`config.mk`:
```
export PLATFORM = sky130hd
export DESIGN_NAME = pixel_stream_ctrl
export DESIGN_NICKNAME = d
export VERILOG_FILES = /design/src/rtl/pixel_pkg.sv /design/src/rtl/pixel_skid_fifo.sv /design/src/rtl/pixel_stream_ctrl.sv
export SDC_FILE = /design/constraint.sdc
export NUM_CORES = 1
export LEC_CHECK = 0
export CORE_ASPECT_RATIO = 1.2
export CORE_MARGIN = 2
export CORE_UTILIZATION = 41
export DETAILED_ROUTE_END_ITERATION = 6
export PLACE_DENSITY = 0.67
export SLEW_MARGIN = 20
export SYNTH_ARGS = -nofsm -noshare
export SYNTH_HDL_FRONTEND = slang
export SYNTH_SLANG_ARGS = --single-unit
export TNS_END_PERCENT = 50
```
`constraint.sdc`:
```
create_clock -name pix_clk -period 3.5 [get_ports pix_clk]
set_clock_uncertainty 0.1 [all_clocks]
set_input_delay 0.35 -clock pix_clk [delete_from_list [all_inputs] [get_ports pix_clk]]
set_output_delay 0.35 -clock pix_clk [all_outputs]
set_load 0.005 [all_outputs]
```
`src/rtl/pixel_pkg.sv`:
```
// ---------------------------------------------------------------------------
// pixel_pkg
//   Shared definitions for the frame-buffer read sequencer:
//   - frame geometry and datapath widths
//   - controller FSM state encoding
//   - read-owner tag used to route buffer returns
//   - saturating increment used by the overrun counter
// ---------------------------------------------------------------------------
package pixel_pkg;

  localparam int NUM_PIXELS = 784;
  localparam int ADDR_W     = 10;
  localparam int DATA_W     = 8;
  localparam int OVR_W      = 8;

  localparam logic [ADDR_W-1:0] LAST_IDX = ADDR_W'(NUM_PIXELS - 1);

  typedef enum logic [1:0] {
    ST_IDLE   = 2'd0,
    ST_STREAM = 2'd1,
    ST_DRAIN  = 2'd2
  } state_t;

  // Who issued the read whose data arrives next cycle.
  typedef enum logic {
    OWN_STREAM = 1'b0,
    OWN_DBG    = 1'b1
  } owner_t;

  function automatic logic [OVR_W-1:0] sat_inc(input logic [OVR_W-1:0] v);
    return (v == '1) ? v : v + OVR_W'(1);
  endfunction

endpackage

```
`src/rtl/pixel_skid_fifo.sv`:
```
// ---------------------------------------------------------------------------
// pixel_skid_fifo
//   Two-entry FIFO of {pixel index, pixel data} between the frame-buffer
//   return path and the stream output. The head entry is presented
//   combinationally and stays stable until it is popped.
//
// Ports
//   clk, rst_n   clock, asynchronous active-low reset
//   flush        drop all entries (wins over a simultaneous push)
//   push         write push_index/push_data
//   pop          retire the head entry (ignored when empty)
//   empty, full  occupancy flags
//   count        occupancy 0..2
//   head_index   index of the head entry
//   head_data    data of the head entry
// ---------------------------------------------------------------------------
module pixel_skid_fifo
  import pixel_pkg::*;
(
  input  logic              clk,
  input  logic              rst_n,
  input  logic              flush,
  input  logic              push,
  input  logic [ADDR_W-1:0] push_index,
  input  logic [DATA_W-1:0] push_data,
  input  logic              pop,
  output logic              empty,
  output logic              full,
  output logic [1:0]        count,
  output logic [ADDR_W-1:0] head_index,
  output logic [DATA_W-1:0] head_data
);

  logic [ADDR_W-1:0] idx_mem [2];
  logic [DATA_W-1:0] dat_mem [2];
  logic              wr_ptr_q;
  logic              rd_ptr_q;
  logic [1:0]        count_q;
  logic              do_push;
  logic              do_pop;

  assign empty      = (count_q == 2'd0);
  assign full       = (count_q == 2'd2);
  assign count      = count_q;
  assign do_pop     = pop && !empty;
  // A full FIFO can still accept a push when the head leaves the same edge.
  assign do_push    = push && (!full || do_pop);
  assign head_index = idx_mem[rd_ptr_q];
  assign head_data  = dat_mem[rd_ptr_q];

  always_ff @(posedge clk or negedge rst_n) begin
    if (!rst_n) begin
      wr_ptr_q <= 1'b0;
      rd_ptr_q <= 1'b0;
      count_q  <= 2'd0;
    end else if (flush) begin
      wr_ptr_q <= 1'b0;
      rd_ptr_q <= 1'b0;
      count_q  <= 2'd0;
    end else begin
      if (do_push) wr_ptr_q <= !wr_ptr_q;
      if (do_pop)  rd_ptr_q <= !rd_ptr_q;
      case ({do_push, do_pop})
        2'b10:   count_q <= count_q + 2'd1;
        2'b01:   count_q <= count_q - 2'd1;
        default: count_q <= count_q;
      endcase
    end
  end

  // Storage carries no reset; the controller qualifies it with occupancy.
  always_ff @(posedge clk) begin
    if (do_push && !flush) begin
      idx_mem[wr_ptr_q] <= push_index;
      dat_mem[wr_ptr_q] <= push_data;
    end
  end

endmodule

```
`src/rtl/pixel_stream_ctrl.sv`:
```
// ---------------------------------------------------------------------------
// pixel_stream_ctrl
//   After each captured frame, reads pixels 0..NUM_PIXELS-1 out of the frame
//   buffer and streams them to the inference engine over valid/ready. The
//   same read port is shared with a low-priority debug readback requester.
//
// Ports
//   pix_clk, rst_n    clock, asynchronous active-low reset
//   frame_start       new capture begins; aborts an active stream
//   frame_done        1-cycle pulse, frame fully captured; starts a stream
//   buf_rd_en/addr    frame buffer read request
//   buf_rd_data       frame buffer data, valid one cycle after buf_rd_en
//   pix_valid/ready   stream handshake
//   pix_data/index    current beat payload and its pixel address
//   pix_last          beat carries pixel NUM_PIXELS-1
//   dbg_req/addr      debug read request (held until dbg_gnt)
//   dbg_gnt           debug read issued this cycle
//   dbg_valid/data    debug return, one cycle after dbg_gnt
//   busy              streaming or draining
//   stream_done       pulse in the cycle the drained stream returns to idle
//   stream_abort      pulse in the cycle after an abort
//   overrun_cnt       saturating count of frame_done pulses seen while busy
// ---------------------------------------------------------------------------
module pixel_stream_ctrl
  import pixel_pkg::*;
(
  input  logic              pix_clk,
  input  logic              rst_n,
  input  logic              frame_start,
  input  logic              frame_done,
  output logic              buf_rd_en,
  output logic [ADDR_W-1:0] buf_rd_addr,
  input  logic [DATA_W-1:0] buf_rd_data,
  output logic              pix_valid,
  input  logic              pix_ready,
  output logic [DATA_W-1:0] pix_data,
  output logic [ADDR_W-1:0] pix_index,
  output logic              pix_last,
  input  logic              dbg_req,
  input  logic [ADDR_W-1:0] dbg_addr,
  output logic              dbg_gnt,
  output logic              dbg_valid,
  output logic [DATA_W-1:0] dbg_data,
  output logic              busy,
  output logic              stream_done,
  output logic              stream_abort,
  output logic [OVR_W-1:0]  overrun_cnt
);

  state_t            state_q;
  state_t            state_d;
  logic [ADDR_W-1:0] rp_q;
  logic [ADDR_W-1:0] rp_d;

  logic              rd_vld_p1;
  owner_t            rd_owner_p1;
  logic [ADDR_W-1:0] rd_idx_p1;

  logic [OVR_W-1:0]  overrun_q;
  logic              abort_q;

  logic              busy_w;
  logic              abort;
  logic              beat;
  logic              stream_ret;
  logic              two_committed;
  logic              credit_ok;
  logic              stream_issue;
  logic              done_w;

  logic              fifo_empty;
  logic              fifo_full;
  logic [1:0]        fifo_count;
  logic [ADDR_W-1:0] head_index;
  logic [DATA_W-1:0] head_data;

  assign busy_w     = (state_q != ST_IDLE);
  assign abort      = frame_start && busy_w;
  assign beat       = pix_valid && pix_ready;
  assign stream_ret = rd_vld_p1 && (rd_owner_p1 == OWN_STREAM);

  // Stream reads are limited to two outstanding beyond the consumer: FIFO
  // entries plus the read returning now. A beat leaving this cycle frees a
  // slot early, which keeps the stream at one beat per cycle.
  assign two_committed = fifo_full || ((fifo_count != 2'd0) && stream_ret);
  assign credit_ok     = !two_committed || beat;

  always_comb begin
    state_d      = state_q;
    rp_d         = rp_q;
    stream_issue = 1'b0;
    done_w       = 1'b0;
    case (state_q)
      ST_IDLE: begin
        if (frame_done && !frame_start) begin
          state_d = ST_STREAM;
          rp_d    = '0;
        end
      end
      ST_STREAM: begin
        // No stream read is launched on the abort edge, so nothing
        // stale can land in the FIFO afterwards.
        if (frame_start) begin
          state_d = ST_IDLE;
        end else if (credit_ok) begin
          stream_issue = 1'b1;
          if (rp_q == LAST_IDX) state_d = ST_DRAIN;
          else                  rp_d    = rp_q + ADDR_W'(1);
        end
      end
      ST_DRAIN: begin
        if (frame_start) begin
          state_d = ST_IDLE;
        end else if (fifo_empty && !stream_ret) begin
          state_d = ST_IDLE;
          done_w  = 1'b1;
        end
      end
      default: state_d = ST_IDLE;
    endcase
  end

  // Fixed priority arbiter: debug only gets cycles the stream leaves idle.
  assign dbg_gnt     = dbg_req && !stream_issue;
  assign buf_rd_en   = stream_issue || dbg_gnt;
  assign buf_rd_addr = stream_issue ? rp_q : (dbg_gnt ? dbg_addr : '0);

  // Stage p0 -> p1: read issued, owner/index travel with the return.
  always_ff @(posedge pix_clk or negedge rst_n) begin
    if (!rst_n) begin
      state_q     <= ST_IDLE;
      rp_q        <= '0;
      rd_vld_p1   <= 1'b0;
      rd_owner_p1 <= OWN_STREAM;
      overrun_q   <= '0;
      abort_q     <= 1'b0;
    end else begin
      state_q     <= state_d;
      rp_q        <= rp_d;
      rd_vld_p1   <= buf_rd_en;
      rd_owner_p1 <= dbg_gnt ? OWN_DBG : OWN_STREAM;
      abort_q     <= abort;
      if (frame_done && busy_w && !frame_start) overrun_q <= sat_inc(overrun_q);
    end
  end

  always_ff @(posedge pix_clk) begin
    if (stream_issue) rd_idx_p1 <= rp_q;
  end

  // Stage p1 -> FIFO: stream returns are queued; debug returns bypass.
  pixel_skid_fifo u_fifo (
    .clk        (pix_clk),
    .rst_n      (rst_n),
    .flush      (abort),
    .push       (stream_ret),
    .push_index (rd_idx_p1),
    .push_data  (buf_rd_data),
    .pop        (beat),
    .empty      (fifo_empty),
    .full       (fifo_full),
    .count      (fifo_count),
    .head_index (head_index),
    .head_data  (head_data)
  );

  assign pix_valid    = !fifo_empty;
  assign pix_data     = pix_valid ? head_data : '0;
  assign pix_index    = pix_valid ? head_index : '0;
  assign pix_last     = pix_valid && (head_index == LAST_IDX);

  assign dbg_valid    = rd_vld_p1 && (rd_owner_p1 == OWN_DBG);
  assign dbg_data     = dbg_valid ? buf_rd_data : '0;

  assign busy         = busy_w;
  assign stream_done  = done_w;
  assign stream_abort = abort_q;
  assign overrun_cnt  = overrun_q;

endmodule
```
==> impl_metrics.env, run 1 <==
export IMPL_min_period_ps=3180
export IMPL_synth_compound_area_share_pct=4.98
export IMPL_status="complete, no violations"
export IMPL_rows=36
export IMPL_n_antenna_cell=0
export IMPL_rsz0062_at_grt="false"
export IMPL_fp_dieH_um=104
export IMPL_core_um2=8060
export IMPL_yosys_top_cells_count="46 x edfxtp_1, 33 x nor2_1, 32 x nand2_1"
export IMPL_synth_area_leaders="edfxtp_1 41%, dfrtp_1 20%, mux2i_1 6.5%"
export IMPL_powerDensity_nw_per_um2=593
export IMPL_critical_path_peak_fanout=22
export IMPL_ant_nets=0
export IMPL_cts_sinks=73
export IMPL_htreeDepth=3
export IMPL_clock_latency_ps=340
export IMPL_reg2reg_depth=6
export IMPL_totalWireLength_um=7100
export IMPL_final_cells=470
export IMPL_worst_slack_ps=324
export IMPL_grt_use_total_pct=16.3
export IMPL_dp_hpwl_um=5110
export IMPL_crit_type="reg -> out"
export IMPL_synth_edf_count=46
export IMPL_critPathLaunchType="flip-flop"
export IMPL_fmax_mhz=315
export IMPL_relSlewSlack_pct=65.4
export IMPL_synth_area_per_cell_um2=11.5
export IMPL_port_buffers=75
export IMPL_synth_area_um2=3390
export IMPL_place_congestion=0.848
export IMPL_post_route_period_util_pct=90.8
export IMPL_grt_max_degree=28
export IMPL_cts_root_buf="clkbuf_8"
export IMPL_drtIter0Drc=97
export IMPL_ys_warn_count=0
export IMPL_synth_xor_area_share_pct=2.84
export IMPL_r2r_end="rp_q[3]"
export IMPL_drv_slew=0
export IMPL_ys_ff_latch=73
export IMPL_synth_top_family_by_area="simple AND/OR/NAND/NOR gates"
export IMPL_yosysSeqAreaShare_pct=60.6
export IMPL_ys_types=47
export IMPL_cts_resized=0
export IMPL_cts_clk_slew_worst_paths_ps=80
export IMPL_cts_setup_buffers=0
export IMPL_crit_required_ps=3050
export IMPL_hold_buffers=0
export IMPL_cp_arrival_ps=2730
export IMPL_worstMarginPinSlew_ps=512
export IMPL_grt_pass1_wl_um=11400
export IMPL_yosysMostFrequentCell="edfxtp_1"
export IMPL_ys_flop_type="edfxtp_1"
export IMPL_ys_async_sr_fraction_pct=37.0
export IMPL_synthAdderAreaFrac_pct=0.738
export IMPL_ir_worst_vdd_mv=0.353
export IMPL_cts_buffers=9
export IMPL_syn_num_nets=321
export IMPL_grt_overflow=0
export IMPL_cts_buffer_depth=2
export IMPL_finalHoldViolCount=0
export IMPL_grt_pass1_vias=2334
export IMPL_cts_tree="yes"
export IMPL_vias=2481
export IMPL_synth_simple_gate_area_share_pct=20.8
export IMPL_dp_cells=454
export IMPL_areaGrowthSynthToFinish_pct=30.4
export IMPL_avgRoutedWirePerCell_um=15.1
export IMPL_fin_tns_setup_ps=0
export IMPL_synth_mux_area_fraction_pct=6.82
export IMPL_dieArea_um2=9020
export IMPL_place_ws_ps=349
export IMPL_setup_viol=0
export IMPL_io_pin_count=76
export IMPL_vias_per_cell=5.28
export IMPL_drt_first_pass_iters=4
export IMPL_drc_errors=0
export IMPL_n_fill_cell=703
export IMPL_antenna_found_initial=0
export IMPL_hp_class="in -> async"
export IMPL_synthCells=295
export IMPL_nNetsFinal=396
export IMPL_final_util_pct=54.9
export IMPL_initial_core_util_pct=42.1
export IMPL_synth_top_area_share_pct=40.7
export IMPL_drive_gt1_share_pct=7.47
export IMPL_p_leak_nw=1.74
export IMPL_worstReg2RegStart="state_q[0]"
export IMPL_drv_cap=0
export IMPL_synth_top_area_cell="edfxtp_1"
export IMPL_die_w_um=87.0
export IMPL_r2r_slack_ps=780
export IMPL_cp_end_kind="output port"
==> worst max-delay path, stage by stage, from the launching register on <==
cell             delay [ps]
dfrtp_1                 510
or3b_4                  430
or3_4                   450
inv_1                   270
nand2_1                 100
nand2_1                  80
clkdlybuf4s50_1         530
==> placed cells by master, fill, tap and decap left out, types with 3 or more instances in the layout <==
cell type	instances
a21oi_1	3
a311o_1	3
and2_1	4
and3_1	13
buf_4	7
clkbuf_8	9
clkdlybuf4s50_1	75
dfrtp_1	27
edfxtp_1	46
inv_1	7
mux2i_1	22
nand2_1	32
nand2b_1	5
nand3_1	18
nand4_1	4
nor2_1	33
nor3_1	6
nor4_1	3
o21ai_0	6
or3_1	3
xnor2_1	4
xor2_1	7
==> worst max path at each step <==
stage	start	endpoint	slack (ps)	cells after the start
after global placement	frame_start	buf_rd_addr[6]	450	7
after detailed placement	frame_start	buf_rd_addr[6]	350	7
after floorplan	rd_owner_p1	u_fifo.dat_mem[0][0]	280	4
after global routing	state_q[0]	buf_rd_addr[6]	190	6
final	state_q[0]	buf_rd_addr[6]	320	6
after CTS	state_q[0]	buf_rd_addr[6]	310	6
==> cell type report <==
cell class | instances | area [um^2] | share of cell area, %
Timing Repair Buffer | 82 | 803 | 18.2
Tap cell | 95 | 119 | 2.69
Multi-Input combinational cell | 197 | 1230 | 27.9
Clock inverter | 6 | 58.8 | 1.33
Sequential cell | 73 | 2060 | 46.5
Clock buffer | 10 | 128 | 2.88
Inverter | 7 | 26.3 | 0.594
==> stage by stage <==
stage / total power, mW / instance area (um^2) / hold WS, ps
floorplan: 1.59 / 3390 / -45.6
finish: 2.63 / 4420 / 292
global placement: 2.02 / 4240 / 327
detailed placement: 2.04 / 4240 / 331
global route: 2.78 / 4420 / 315
CTS: 2.66 / 4420 / 301
==> state kept, by name, summed over array words and instances (netlist names), 2 cells and up <==
| name | flops |
|---|---|
| u_fifo.dat_mem | 16 |
| u_fifo.count | 2 |
| rp_q | 10 |
| state_q | 2 |
| overrun_cnt | 8 |
| u_fifo.idx_mem | 20 |
| rd_idx_p1 | 10 |
==> power breakdown <==
part           leakage [nW]  switching, mW  total [mW]  internal, mW
registers             0.778          0.125        1.19          1.06
clock network        0.0897          0.296       0.621         0.324
logic                 0.877          0.357       0.816         0.459
==> kinds of logic after synthesis <==
kind of cell / count (synthesis)
compound gates: 24
xor+xnor: 11
fa+ha+maj: 2
buf+inv: 25
flops: 73
mux: 23
simple gates: 137
==> layer usage <==
| metal | vias to the layer above | part of all wire, % | GRT usage, % |
|---|---|---|---|
| li1 | 1215 | - | - |
| met1 | 1179 | 43 | 21.0 |
| met2 | 78 | 51 | 25.7 |
| met3 | 9 | 4.0 | 4.14 |
| met4 | 0 | 1.7 | 7.25 |
| met5 | - | 0 | 0 |
(Power assumes the default switching activity.)
==> run 2: changes to the inputs <==
- GPL_ROUTABILITY_DRIVEN: unset -> 0
- GPL_TIMING_DRIVEN: unset -> 0
- HOLD_SLACK_MARGIN: unset -> 0.15
==> run 2 against run 1 <==
Final cell count is 3.0% higher. Via count increased by 2.5%. Sequential power hardly changed. Die area unchanged. First-iteration DRC count rose by 3.1%. Critical endpoint is now buf_rd_addr[0]. Non-clock buffer count increased by 14. Core utilization is 1.3 points higher.
==> impl_metrics.env, run 2 (synthesis gave the netlist of run 1 again) <==
export IMPL_final_util_pct=56.2
export IMPL_cts_sinks=73
export IMPL_fmax_mhz=299
export IMPL_cts_root_buf="clkbuf_8"
export IMPL_cts_setup_buffers=0
export IMPL_grt_overflow=0
export IMPL_nNetsFinal=410
export IMPL_place_ws_ps=-137
export IMPL_cts_buffer_depth=2
export IMPL_crit_required_ps=3050
export IMPL_grt_pass1_vias=2512
export IMPL_r2r_slack_ps=900
export IMPL_initial_core_util_pct=42.1
export IMPL_drc_errors=0
export IMPL_clock_latency_ps=340
export IMPL_rsz0062_at_grt="false"
export IMPL_p_leak_nw=1.79
export IMPL_cts_buffers=9
export IMPL_ant_nets=0
export IMPL_hp_class="reg -> reg"
export IMPL_cts_tree="yes"
export IMPL_setup_viol=0
export IMPL_worstMarginPinSlew_ps=822
export IMPL_cp_arrival_ps=2890
export IMPL_dieArea_um2=9020
export IMPL_use_met1_pct=19.9
export IMPL_use_met3_pct=3.75
export IMPL_largest_reg_flops=20
export IMPL_drv_cap=0
export IMPL_critPathLaunch="frame_start"
export IMPL_grt_use_total_pct=16.7
export IMPL_post_route_period_util_pct=95.5
export IMPL_status="complete, no violations"
export IMPL_worst_hold_slack_ps=348
export IMPL_drt_first_pass_iters=4
export IMPL_dp_hpwl_um=5240
export IMPL_areaGrowthSynthToFinish_pct=33.5
export IMPL_cts_clk_slew_worst_paths_ps=70
export IMPL_worst_slack_ps=159
export IMPL_core_um2=8060
export IMPL_reg_largest_list="u_fifo.idx_mem x20, u_fifo.dat_mem x16"
export IMPL_drtIter0Drc=100
export IMPL_relSlewSlack_pct=45.2
export IMPL_cp_end_kind="output port"
export IMPL_hold_depth=0
export IMPL_fp_dieH_um=104
export IMPL_die_w_um=87.0
export IMPL_io_pin_count=76
export IMPL_drv_slew=0
export IMPL_finalHoldViolCount=0
export IMPL_min_to="u_fifo.idx_mem[1][3]"
export IMPL_crit_type="in -> out"
export IMPL_avgRoutedWirePerCell_um=14.9
export IMPL_critical_path_peak_fanout=21
export IMPL_totalWireLength_um=7200
export IMPL_reg2reg_depth=7
export IMPL_n_fill_cell=692
export IMPL_rows=36
export IMPL_powerDensity_nw_per_um2=613
export IMPL_r2r_end="rp_q[3]"
export IMPL_grt_pass1_wl_um=11600
export IMPL_vias_per_cell=5.26
export IMPL_fin_tns_setup_ps=0
export IMPL_antenna_found_initial=0
export IMPL_worstReg2RegStart="state_q[1]"
export IMPL_ir_worst_vdd_mv=0.321
export IMPL_worstHoldStart="rd_idx_p1[3]"
export IMPL_n_antenna_cell=0
export IMPL_critPathLaunchType="primary input"
export IMPL_grt_max_degree=28
export IMPL_mostFrequentLayoutCells="74 x clkdlybuf4s50_1, 46 x edfxtp_1, 33 x nor2_1, 32 x nand2_1, 27 x dfrtp_1"
export IMPL_global_route_usage_met2_pct=28.0
export IMPL_grt_busiest_layer="met2"
export IMPL_drive_gt1_share_pct=7.97
export IMPL_total_power_mw=2.78
export IMPL_vias=2544
export IMPL_min_period_ps=3340
export IMPL_regMostFlops="u_fifo.idx_mem"
export IMPL_htreeDepth=3
export IMPL_port_buffers=75
export IMPL_layout_commonest_cell="clkdlybuf4s50_1"
-- run 2: cell types whose count changed in the layout (fill, tap and decap cells not counted), moves of 2 or more --
cell / previous run / this run
clkinvlp_4: 2 / 0
bufinv_16: 1 / 3
buf_2: 0 / 5
buf_4: 7 / 3
clkbuf_1: 1 / 12
-- run 2: critical path: stages --
cell,delay [ps]
clkdlybuf4s50_1,510
or3b_4,430
or3_4,370
inv_1,500
nand2_1,150
nand2_1,90
clkdlybuf4s50_1,490
-- run 2: report_power, final --
| part | internal [mW] | switching [mW] |
|---|---|---|
| Clock | 0.471 | 0.290 |
| Combinational | 0.461 | 0.380 |
| Sequential | 1.06 | 0.111 |
-- run 2: worst max path at each step --
stage               slack [ps]              endpoint  depth (start not counted)
floorplan                  280  u_fifo.dat_mem[0][0]                          4
global placement          -890  u_fifo.idx_mem[0][3]                          4
detailed placement        -140        buf_rd_addr[0]                          8
CTS                         90        buf_rd_addr[2]                          8
global route                 3        buf_rd_addr[0]                          7
finish                     160        buf_rd_addr[0]                          7
-- run 2: metal layers --
| metal | wire, um | up-vias |
|---|---|---|
| met4 | 127 | 0 |
| met1 | 2960 | 1234 |
| met2 | 3850 | 60 |
| met5 | 0 | - |
| li1 | - | 1242 |
| met3 | 263 | 8 |
-- run 2: repair_timing --
action | in CTS | in global routing
gates resized for setup | 0 | 1
setup endpoints to repair | 9 | 9
hold buffers | 1 | 0
endpoints found under the hold margin | 27 | 0
-- run 2: layout make-up --
type	instances	area [um^2]	share of cell area (%)
Sequential cell	73	2060	45.4
Clock inverter	6	108	2.38
Multi-Input combinational cell	197	1240	27.3
Timing Repair Buffer	79	776	17.1
Buffer	17	78.8	1.74
Inverter	7	26.3	0.580
Clock buffer	10	128	2.82
Tap cell	95	119	2.62
-- run 2: through the flow --
stage               instance area [um^2]  cells
floorplan                           3390    295
global placement                    4260    465
detailed placement                  4280    468
CTS                                 4520    484
global route                        4530    484
finish                              4530    484
==> run 3: changes to the inputs <==
- PLACE_DENSITY: 0.67 -> 0.72
==> run 3 against run 2 <==
Worst setup slack improved by 19 ps. Global-route usage rose by 0.19 points. Die area did not move. Combinational power fell by 0.7%. Fmax rose by 0.56%. First-iteration DRC count rose by 46%. Final cell count fell by 0.21%. Via count rose by 1.7%. Largest power group unchanged.
==> impl_metrics.env, run 3 (synthesis gave the netlist of run 1 again) <==
export IMPL_cp_arrival_ps=2870
export IMPL_finalHoldViolCount=0
export IMPL_dieArea_um2=9020
export IMPL_drv_slew=0
export IMPL_relSlewSlack_pct=42.5
export IMPL_hp_class="reg -> reg"
export IMPL_port_buffers=75
export IMPL_setup_viol=0
export IMPL_core_um2=8060
export IMPL_hold_depth=0
export IMPL_cts_tree="yes"
export IMPL_r2r_end="rp_q[3]"
export IMPL_p_leak_nw=1.80
export IMPL_total_power_mw=2.89
export IMPL_grt_overflow=0
export IMPL_grt_pass1_wl_um=11800
export IMPL_fp_dieH_um=104
export IMPL_worstHoldStart="rd_idx_p1[2]"
export IMPL_areaGrowthSynthToFinish_pct=34.4
export IMPL_worstReg2RegStart="state_q[1]"
export IMPL_regMostFlops="u_fifo.idx_mem"
export IMPL_drv_cap=0
export IMPL_min_to="u_fifo.idx_mem[0][2]"
export IMPL_fmax_mhz=301
export IMPL_initial_core_util_pct=42.1
export IMPL_avgRoutedWirePerCell_um=15.4
export IMPL_drc_errors=0
export IMPL_cts_root_buf="clkbuf_8"
export IMPL_place_ws_ps=-81.3
export IMPL_cts_clk_slew_worst_paths_ps=70
export IMPL_vias_per_cell=5.35
export IMPL_status="complete, no violations"
export IMPL_cts_buffers=9
export IMPL_critical_path_buf_inv_count=3
export IMPL_largest_reg_flops=20
export IMPL_critical_path_peak_fanout=21
export IMPL_crit_type="in -> out"
export IMPL_worstMarginPinSlew_ps=862
export IMPL_critPathLaunchType="primary input"
export IMPL_powerDensity_nw_per_um2=633
export IMPL_totalWireLength_um=7430
export IMPL_mostFrequentLayoutCells="74 x clkdlybuf4s50_1, 46 x edfxtp_1, 33 x nor2_1, 32 x nand2_1, 27 x dfrtp_1"
export IMPL_grt_use_total_pct=16.9
export IMPL_die_w_um=87.0
export IMPL_clock_latency_ps=340
export IMPL_cts_sinks=73
export IMPL_htreeDepth=3
export IMPL_crit_path_top_delay_cell="clkdlybuf4s50_1"
export IMPL_rsz0062_at_grt="false"
export IMPL_min_period_ps=3320
export IMPL_io_pin_count=76
export IMPL_crit_required_ps=3050
export IMPL_ir_worst_vdd_mv=0.258
export IMPL_vias=2586
export IMPL_reg2reg_depth=7
export IMPL_grt_max_degree=28
export IMPL_worst_slack_ps=178
export IMPL_drtIter0Drc=146
export IMPL_drt_first_pass_iters=4
export IMPL_reg_largest_list="u_fifo.idx_mem x20, u_fifo.dat_mem x16"
export IMPL_cts_buffer_depth=2
export IMPL_cp_end_kind="output port"
export IMPL_antenna_found_initial=0
export IMPL_post_route_period_util_pct=94.9
export IMPL_nNetsFinal=409
export IMPL_path_delay_family="buffers and inverters"
export IMPL_grt_pass1_vias=2424
export IMPL_drive_gt1_share_pct=8.25
export IMPL_crit_path_max_incr_delay_ps=510
export IMPL_n_antenna_cell=0
export IMPL_r2r_slack_ps=910
export IMPL_dp_hpwl_um=5280
export IMPL_ant_nets=0
export IMPL_rows=36
export IMPL_layout_commonest_cell="clkdlybuf4s50_1"
export IMPL_path_cells="clkdlybuf4s50_1, or3b_4, or3_4, inv_1, nand2_1, nand2_1, clkdlybuf4s50_1"
==> run 3: cell types whose count changed in the layout (fill, tap and decap cells not counted), sizes merged <==
| cell | change |
|---|---|
| buf | -1 |
| bufinv | +1 |
| clkinv | -3 |
| inv | +2 |
==> run 3: where the power goes <==
part | internal, mW | switching [mW] | total, mW
sequential | 1.06 | 0.118 | 1.18
clock | 0.551 | 0.317 | 0.868
combinational | 0.460 | 0.376 | 0.835
total | 2.08 | 0.811 | 2.89
==> run 3: worst max path at each step <==
stage	slack, ps	cells past startpoint	end	startpoint
finish	180	7	buf_rd_addr[7]	frame_start
floorplan	280	4	u_fifo.dat_mem[0][0]	rd_owner_p1
global placement	-890	4	u_fifo.idx_mem[0][2]	frame_start
CTS	110	8	buf_rd_addr[1]	pix_ready
detailed placement	-80	8	buf_rd_addr[7]	frame_start
global route	3	7	buf_rd_addr[5]	frame_start
==> run 3: area by class of cell <==
cell class                      instances  area (um^2)
Fill cell                             670         3500
Sequential cell                        73         2060
Multi-Input combinational cell        197         1240
Timing Repair Buffer                   78          768
Clock inverter                          6          138
Clock buffer                           10          128
Tap cell                               95          119
Buffer                                 17         78.8
Inverter                                7         26.3
==> run 3: per-stage QoR <==
stage	area [um^2]	hold slack, ps	TNS [ps]	utilization [%]	std cells
6_report	4560	355	0	56.5	483
5_1_grt	4560	371	0	56.5	483
4_1_cts	4550	358	0	56.4	483
2_1_floorplan	3390	-45.6	0	-	295
3_5_place_dp	4280	315	-555	53.0	467
3_3_place_gp	4260	324	-16290	52.9	465
==> run 3: what timing repair did <==
action	4_1_cts	5_1_grt
setup buffers	0	0
hold endpoints to repair	27	0
setup endpoints to repair	9	9
resized for setup	0	2
hold buffers	1	0
==> run 3: routing by layer <==
metal,GRT usage (%),share of wire [%]
met3,3.75,3.6
met4,6.92,1.7
met5,0,0
met2,29.1,53
met1,20.0,41
==> run 3: worst register-to-register path, cell delays in order (launching register included) <==
cell and delay [ps]:
dfrtp_1 370, buf_6 130, or3b_4 400, or3_4 360, inv_1 500, nand2b_1 110, buf_2 190, a311o_1 310
